$ cat src/rtl/fmul_param_pipe.sv
// fmul_param_pipe: 3-stage parameterised floating-point multiplier.
// S1 unpacks and classifies, S2 forms the mantissa product, S3 normalises,
// rounds (RNE or RTZ), handles exceptions and packs the result.
// Define FMUL_PARAM_PIPE_FLAGS_EN to build the exception flag pipeline;
// without it oDATA_FLAGS is tied to zero.
module fmul_param_pipe #(
  parameter int unsigned EXP_W   = 8,
  parameter int unsigned FRACT_W = 27,
  parameter int unsigned W       = 1 + EXP_W + FRACT_W
) (
  input  logic         iCLOCK,
  input  logic         inRESET,
  input  logic         iDATA_REQ,
  output logic         oDATA_BUSY,
  input  logic         iDATA_ROUND,
  input  logic [W-1:0] iDATA_A,
  input  logic [W-1:0] iDATA_B,
  output logic         oDATA_VALID,
  input  logic         iDATA_BUSY,
  output logic [W-1:0] oDATA,
  output logic [3:0]   oDATA_FLAGS
);

  localparam int unsigned MW = FRACT_W + 1;  // mantissa with hidden bit
  localparam int unsigned PW = 2 * MW;       // product width
  localparam int unsigned XW = EXP_W + 2;    // signed exponent width

  localparam logic [XW-1:0] BIAS = XW'((1 << (EXP_W - 1)) - 1);
  localparam logic [XW-1:0] EMAX = XW'((1 << EXP_W) - 1);

  typedef enum logic [1:0] {ClsNorm, ClsZero, ClsInf, ClsNan} cls_e;

  // Handshake: a stage advances when it is empty or its successor advances.
  logic r1_valid, r2_valid, r3_valid;
  logic w_adv1, w_adv2, w_adv3;

  assign w_adv3      = ~r3_valid | ~iDATA_BUSY;
  assign w_adv2      = ~r2_valid | w_adv3;
  assign w_adv1      = ~r1_valid | w_adv2;
  assign oDATA_BUSY  = ~w_adv1;
  assign oDATA_VALID = r3_valid;

  // ---------------- S1: unpack and classify ----------------
  logic               w_sa, w_sb;
  logic [EXP_W-1:0]   w_ea, w_eb;
  logic [FRACT_W-1:0] w_fa, w_fb;
  logic [XW-1:0]      w_exp_sum;
  cls_e               w_cls;

  assign {w_sa, w_ea, w_fa} = iDATA_A;
  assign {w_sb, w_eb, w_fb} = iDATA_B;
  assign w_exp_sum = {2'b00, w_ea} + {2'b00, w_eb} - BIAS;

  // Combine the operand classes; NaN and 0 x Inf dominate, then Inf, then zero.
  always_comb begin
    logic a_max, b_max, a_zero, b_zero, a_nan, b_nan, a_inf, b_inf;
    a_max  = &w_ea;
    b_max  = &w_eb;
    a_zero = ~|w_ea;
    b_zero = ~|w_eb;
    a_nan  = a_max & |w_fa;
    b_nan  = b_max & |w_fb;
    a_inf  = a_max & ~|w_fa;
    b_inf  = b_max & ~|w_fb;
    w_cls  = ClsNorm;
    if (a_nan | b_nan | (a_inf & b_zero) | (b_inf & a_zero)) w_cls = ClsNan;
    else if (a_inf | b_inf)                                  w_cls = ClsInf;
    else if (a_zero | b_zero)                                w_cls = ClsZero;
  end

  logic            r1_sign, r1_round;
  logic [XW-1:0]   r1_exp;
  logic [MW-1:0]   r1_ma, r1_mb;
  cls_e            r1_cls;

  // S1 datapath register, loaded on an accepted request.
  always_ff @(posedge iCLOCK) begin
    if (w_adv1 & iDATA_REQ) begin
      r1_sign  <= w_sa ^ w_sb;
      r1_round <= iDATA_ROUND;
      r1_exp   <= w_exp_sum;
      r1_ma    <= {1'b1, w_fa};
      r1_mb    <= {1'b1, w_fb};
      r1_cls   <= w_cls;
    end
  end

  // ---------------- S2: mantissa product ----------------
  logic          r2_sign, r2_round;
  logic [XW-1:0] r2_exp;
  logic [PW-1:0] r2_prod;
  cls_e          r2_cls;

  // S2 datapath register.
  always_ff @(posedge iCLOCK) begin
    if (w_adv2 & r1_valid) begin
      r2_sign  <= r1_sign;
      r2_round <= r1_round;
      r2_exp   <= r1_exp;
      r2_prod  <= {{MW{1'b0}}, r1_ma} * {{MW{1'b0}}, r1_mb};
      r2_cls   <= r1_cls;
    end
  end

  // Stage-valid pipeline with synchronous reset.
  always_ff @(posedge iCLOCK) begin
    if (!inRESET) begin
      r1_valid <= 1'b0;
      r2_valid <= 1'b0;
    end else begin
      if (w_adv1) r1_valid <= iDATA_REQ;
      if (w_adv2) r2_valid <= r1_valid;
    end
  end

  // ---------------- S3: normalise, round, pack ----------------
  logic               w_hi;
  logic [PW-2:0]      w_norm;    // product below the hidden bit
  logic [FRACT_W-1:0] w_frac, w_frac_r;
  logic               w_guard, w_sticky, w_inc, w_carry;
  logic [XW-1:0]      w_exp_f;
  logic               w_uflow, w_oflow;
  logic [W-1:0]       w_data;

  assign w_hi     = r2_prod[PW-1];
  assign w_norm   = w_hi ? r2_prod[PW-2:0] : {r2_prod[PW-3:0], 1'b0};
  assign w_frac   = w_norm[PW-2 -: FRACT_W];
  assign w_guard  = w_norm[MW-1];
  assign w_sticky = |w_norm[MW-2:0];
  assign w_inc    = ~r2_round & w_guard & (w_sticky | w_frac[0]);
  // A carry out of the fraction leaves it all-zero: mantissa becomes 1.0, exp+1.
  assign {w_carry, w_frac_r} = {1'b0, w_frac} + {{FRACT_W{1'b0}}, w_inc};
  assign w_exp_f  = r2_exp + {{(XW-1){1'b0}}, w_hi} + {{(XW-1){1'b0}}, w_carry};
  assign w_uflow  = w_exp_f[XW-1] | (w_exp_f == '0);
  assign w_oflow  = ~w_exp_f[XW-1] & (w_exp_f >= EMAX);

  // Result packing including special cases, flush-to-zero and overflow.
  always_comb begin
    w_data = '0;
    case (r2_cls)
      ClsNan:  w_data = {1'b0, {EXP_W{1'b1}}, 1'b1, {(FRACT_W-1){1'b0}}};
      ClsInf:  w_data = {r2_sign, {EXP_W{1'b1}}, {FRACT_W{1'b0}}};
      ClsZero: w_data = {r2_sign, {(W-1){1'b0}}};
      default: begin
        if (w_uflow)
          w_data = {r2_sign, {(W-1){1'b0}}};
        else if (w_oflow)
          w_data = r2_round ? {r2_sign, {(EXP_W-1){1'b1}}, 1'b0, {FRACT_W{1'b1}}}
                            : {r2_sign, {EXP_W{1'b1}}, {FRACT_W{1'b0}}};
        else
          w_data = {r2_sign, w_exp_f[EXP_W-1:0], w_frac_r};
      end
    endcase
  end

  logic [W-1:0] r3_data;

  // Output register; holds while stalled, cleared by reset.
  always_ff @(posedge iCLOCK) begin
    if (!inRESET) begin
      r3_valid <= 1'b0;
      r3_data  <= '0;
    end else if (w_adv3) begin
      r3_valid <= r2_valid;
      if (r2_valid) r3_data <= w_data;
    end
  end

  assign oDATA = r3_data;

`ifdef FMUL_PARAM_PIPE_FLAGS_EN
  logic [3:0] w_flags;
  logic [3:0] r3_flags;

  // Flags {invalid, overflow, underflow, inexact}.
  always_comb begin
    w_flags = 4'b0000;
    case (r2_cls)
      ClsNan:  w_flags = 4'b1000;
      ClsNorm: begin
        if (w_uflow)      w_flags = 4'b0011;
        else if (w_oflow) w_flags = 4'b0101;
        else              w_flags = {3'b000, w_guard | w_sticky};
      end
      default: w_flags = 4'b0000;
    endcase
  end

  // Flag register travels with its result.
  always_ff @(posedge iCLOCK) begin
    if (!inRESET)                r3_flags <= 4'b0000;
    else if (w_adv3 & r2_valid)  r3_flags <= w_flags;
  end

  assign oDATA_FLAGS = r3_flags;
`else
  assign oDATA_FLAGS = 4'b0000;
`endif

endmodule

$ cat config.mk
export PLATFORM = sky130hd
export DESIGN_NAME = fmul_param_pipe
export DESIGN_NICKNAME = d
export VERILOG_FILES = /design/src/rtl/fmul_param_pipe.sv
export SDC_FILE = /design/constraint.sdc
export NUM_CORES = 2
export LEC_CHECK = 0
export BUFFER_PORTS_ARGS = -buffer_cell sky130_fd_sc_hd__clkbuf_2
export CAP_MARGIN = 20
export CORE_AREA = 2 2 252 229
export CTS_BUF_LIST = sky130_fd_sc_hd__clkbuf_8
export DETAILED_ROUTE_END_ITERATION = 16
export DIE_AREA = 0 0 254 231
export PLACE_DENSITY = 0.8
export SLEW_MARGIN = 20
export SYNTH_ARGS = -nofsm -noshare
export SYNTH_HDL_FRONTEND = slang
export SYNTH_SLANG_ARGS = --single-unit
export TNS_END_PERCENT = 5
$ cat constraint.sdc
create_clock -name iCLOCK -period 7.2 [get_ports iCLOCK]
set_clock_uncertainty 0.15 [all_clocks]
set_input_delay 2.16 -clock iCLOCK [delete_from_list [all_inputs] [get_ports iCLOCK]]
set_output_delay 2.16 -clock iCLOCK [all_outputs]
set_load 0.1 [all_outputs]
# Word level (Yosys, flattened, before mapping)
# Index checks and enable logic that the tools add are counted.
# word_totals
regBits	177
in_bits	77
output_inout_bits	42
word_cells	76
# classes
n_addsub	5
mul	1
order_cmp	1
eq_ne	3
n_mux	7
bitwise	29
n_reduce_logical	14
# ops
op	count
36-bit case mux with 3 select lines	1
27-bit OR reduction	3
35-bit two-way mux	2
28-bit by 28-bit multiplier with 56-bit output	1
55-bit two-way mux	1
27-bit by 1-bit adder with 28-bit output	1
28-bit two-way mux	1
10-bit by 1-bit adder with 10-bit output	2
8-bit AND reduction	2
8-bit OR reduction	2
1-bit bitwise AND	11
10-bit by 8-bit greater-or-equal comparator with 1-bit output, second input constant	1
10-bit logical NOT	1
1-bit bitwise OR	10
9-bit by 7-bit subtractor with 10-bit output, second input constant	1
8-bit by 8-bit adder with 9-bit output	1
1-bit NOT	7
2-bit == test, second input constant	2
1-bit logical NOT	4
2-bit by 1-bit == test with 1-bit output, second input constant	1
1-bit two-way mux	2
2-bit AND reduction	1
2-bit OR reduction	1
1-bit XOR	1

# Depth between registers and ports, before layout
# depth
ltp_word	11
depth_mapped	28
mapped_depth_nobuf	25

# Worst setup path before layout
# No wires, ideal clock.
# synth_timing
kind	register to register
from	reg r1_ma[17]
to	reg r2_prod[55] (data pin)
setup_ns	0.260
arrival_ns	6.668
required_time_ns	6.790
slack_ns	0.122
stages_incl_launch_ff	25
path_buffers	2
synth_period_minus_slack_ns	7.078
cell_sequence	edfxtp_1 clkbuf_1 and2_1 fa_1 fa_1 fa_1 inv_1 fa_1 inv_1 fa_1 fa_1 inv_1 fa_1 inv_1 ha_1 clkbuf_1 nand4_1 nor3_1 a21bo_2 nor3_1 o21a_1 o41a_1 o21a_1 o31a_1 xnor2_1
# synth_between
elab_chain_cells	1
# synth_lines
element	line_no	rtl
start, declared	73	logic [MW-1:0] r1_ma, r1_mb;
start signal, assigned	82	r1_ma <= {1'b1, w_fa};
28-bit by 28-bit multiplier with 56-bit output	100	r2_prod <= {{MW{1'b0}}, r1_ma} * {{MW{1'b0}}, r1_mb};
end signal, assigned	100	
end, declared	91	logic [PW-1:0] r2_prod;
# Every way passes these cells.
# A chain may end at the register's enable or synchronous reset.

# Worst setup path after layout
# layout_timing
from	reg r1_mb[7]
to	reg r2_prod[55] (data pin)
# layout_between
elab_chain_cells	1
# layout_lines
element	line_no	rtl
start, declared	73	
start signal, assigned	83	r1_mb <= {1'b1, w_fb};
28-bit by 28-bit multiplier with 56-bit output	100	
# Every way passes these cells.

==> results.tsv <==
stage	metric	value	unit
run_status	status	finished, final reports clean	
clocking	clock tree buffer depth	2	
timing	worst hold margin	275	ps
global_route	largest net degree at the start of global routing	44	
clocking	Post-CTS Hold Buffers	0	
synth	dominant synthesized flop cell	edfxtp_1	
job	Max Cap Viol	0	
timing	Hold Vio Cnt, Final	0	
layout	Design Area, Final	37900	µm²
setup_path	WP data required	7390	ps
clocking	clk slew on worst S/H paths	130	ps
synth	Syn Area/Cell	9.28	µm²
clocking	CTS Root Cell	clkbuf_8	
synth	YS warnings	0	
synth	Synth area leaders	fa_1 41%, edfxtp_1 12%, inv_1 9.6%	
synth	largest family of logic cells by synthesized area	adder cells	
timing	Final min period	7180	ps
placed_design	I/O Buffers	114	
synth	Post-synth EDFFs	138	
setup_path	Critical Path Start	r1_mb[7]$_DFFE_PP_	
synth	Synth area leader	fa_1	
global_route	initial antenna violation count	1	
setup_path	Critical Path End	r2_prod[55]$_DFFE_PP_	
layout	layout cells sized above 1	0.149	
synth	FFs w/ async S/R, synth	0	
clocking	cts bufs inserted	17	
synth	Synth Cell Area	33400	µm²
detailed_routing	via count	25539	
clocking	worst skew pair latency	590	ps
clocking	CTS H-tree depth	4	
floorplanning	num ports	119	
layout	Final Util	0.674	
synth	mux cell area share after synthesis	0.00645	
setup_path	R2R Path End	r2_prod[55]$_DFFE_PP_	
floorplanning	die area	58700	µm²
setup_path	Critical Path End Type	flop	
detailed_routing	Initial DRC Count	2220	
synth	Yosys cell types	76	
synth	Post-Synthesis Cells	3594	
global_route	vias in the first global route	26219	
floorplanning	cell row count	83	
setup_path	R2R Path Start	r1_mb[7]$_DFFE_PP_	
timing	Max Fclk	139	MHz
timing	Setup TNS	0	ps
placed_design	placed inst area	36600	µm²
clocking	clock sink total	177	
min_path	WHS Path Cells	0	
placed_design	DP HPWL	75.0	mm
synth	Seq/Total Area, Yosys	0.148	
clocking	CTS tree	built	
timing	Setup violations, final	0	
setup_path	critical path startpoint category	flop	
timing	RSZ-0062 raised after global routing	yes	
synth	Simple-Gate Fraction of Synth Area	0.159	
layout	nets@finish	4850	
layout	area added between synthesis and finish	13.8	%
floorplanning	Initial Util	0.593	
min_path	Hold WC Path Type	reg -> reg	
detailed_routing	Routed WL	88.8	mm
timing	period utilisation layout	0.997	
timing	Pins Over Slew Limit	0	
setup_path	Reg2Reg Setup Slack	20	ps
timing	worst rel slew slack	0.563	
floorplanning	Core ar.	56300	µm²
detailed_routing	wire length per cell	19.1	µm
setup_path	worst path arrival time	7370	ps
detailed_routing	post-route ant nets	0	
synth	top cell type's share of synthesized area	0.406	
setup_path	critical path fanouts, max	8	
setup_path	cells on worst reg2reg path	25	
synth	Compound-Gate Fraction of Synth Area	0.0527	
floorplanning	Die Span Y	231	µm
global_route	Global Route Usage Sum	0.313	
timing	worst slew pin tran	656	ps
setup_path	critical path class	reg -> reg	
detailed_routing	DRC viols	0	
placed_design	GPL Wtd Cong	0.952	
global_route	GR Overflow Total	0	
global_route	first-pass GRT wire length	139	mm
synth	adder-cell area share of the yosys netlist	0.490	
synth	XOR/XNOR share of the synthesized area	0.0270	
synth	FF+latch count, synth	177	
detailed_routing	vias per cell	5.49	
detailed_routing	drt first pass iters	6	
floorplanning	Die W	254	µm
[logic make-up after synthesis]
kind of cell               Yosys count
DFF                                177
muxes                               21
other                                1
xor gates and xnor gates           103
AOI/OAI and AO/OA                  281
and+or+nand+nor                   1078
buffers and inverters             1031
adders and majority gates          902
[cell usage in the layout (no fill, tap or decap), drive strengths merged, types with 36 or more instances in the layout]
master / synthesis / routed
a21oi: 95 / 95
inv: 856 / 860
nor2: 131 / 131
and2: 319 / 319
ha: 226 / 226
o21ai: 65 / 65
nand3: 36 / 36
edfxtp: 138 / 138
dfxtp: 39 / 39
xor2: 40 / 40
nand2: 454 / 454
fa: 676 / 676
xnor2: 63 / 63
clkbuf: 154 / 131
buf: 19 / 314
[per-layer routing]
layer  up-vias  GRT usage  routed length (µm)
li1      11336          -                   -
met1     12708      0.417               35400
met2      1314      0.471               39500
met3       181      0.117               10700
met4         0      0.114                3220
met5         -          0                   0
[synthesized netlist by cell type, types with 6 or more instances]
cell	instances
edfxtp_1	138
a31oi_1	8
or2_2	6
fa_1	676
and3_1	12
nand2b_1	11
o21ai_0	63
buf_4	6
nor3_1	15
a21oi_1	95
a21boi_0	15
nand3_1	36
nor4_1	27
nor2_1	131
xnor2_1	63
o21bai_1	7
o21a_1	13
nor2b_1	11
xor2_1	40
clkbuf_1	152
and2_1	318
a211oi_1	10
nand2_1	454
mux2i_1	17
and4_1	6
buf_1	8
nand4_1	28
ha_1	226
inv_1	855
a21o_1	27
dfxtp_1	39
[how the worst min path moves through the flow]
stage	from	end	slack, ps
2_1_floorplan	r1_cls[0]$_SDFFCE_PP1P_	r2_cls[0]$_DFFE_PP_	250
3_3_place_gp	r1_sign$_DFFE_PP_	r2_sign$_DFFE_PP_	250
3_5_place_dp	r1_exp[4]$_DFFE_PP_	r2_exp[4]$_DFFE_PP_	260
4_1_cts	r1_exp[4]$_DFFE_PP_	r2_exp[4]$_DFFE_PP_	270
5_1_grt	r1_exp[4]$_DFFE_PP_	r2_exp[4]$_DFFE_PP_	280
6_report	r1_exp[4]$_DFFE_PP_	r2_exp[4]$_DFFE_PP_	270
[critical path, cell delays in order (launching register included)]
cell and delay (ps):
edfxtp_1 470, clkinvlp_4 320, buf_6 220, nor2_4 90, fa_1 430, inv_2 70
fa_2 470, fa_1 490, inv_1 50, fa_2 330, fa_1 490, fa_1 500
inv_1 50, fa_1 540, inv_2 60, ha_4 280, nand4_1 150, buf_4 190
nor3_4 180, a21bo_2 160, nor3_2 30, o21a_1 140, o41a_1 440, o21a_1 230
o31a_1 250, xnor2_1 120
[stage by stage]
step                setup slack, ps  std cells
detailed placement             -225       4568
floorplan                       122       3597
global placement               -162       4568
CTS                           -28.4       4615
finish                         18.8       4650
global route                   -184       4650
[state kept, by name (all words and copies together), names as in the netlist, 2 cells and up]
register / count
r2_prod: 56
oDATA: 36
r1_ma: 27
r1_mb: 27
r1_exp: 10
r2_exp: 10
r1_cls: 2
r2_cls: 2
[layout make-up]
class,count,area [µm²]
flip-flops and latches,177,4920
diodes,1,2.50
multi-input cells,2389,25000
clock inverters,15,184
repair buffers,428,3420
clock buffers,17,234
fillers,4255,18300
inverters,858,3240
well taps,765,957
[what timing repair did]
| item | 4_1_cts | 5_1_grt |
|---|---|---|
| setup buffers | 15 | 33 |
| pin swaps | 3 | 82 |
| setup endpoints to repair | 14 | 21 |
| resized for setup | 16 | 126 |
Power is left out: the tool's default activity adds up to more than one toggle a clock period on the data nets, which glitch-free logic cannot reach.
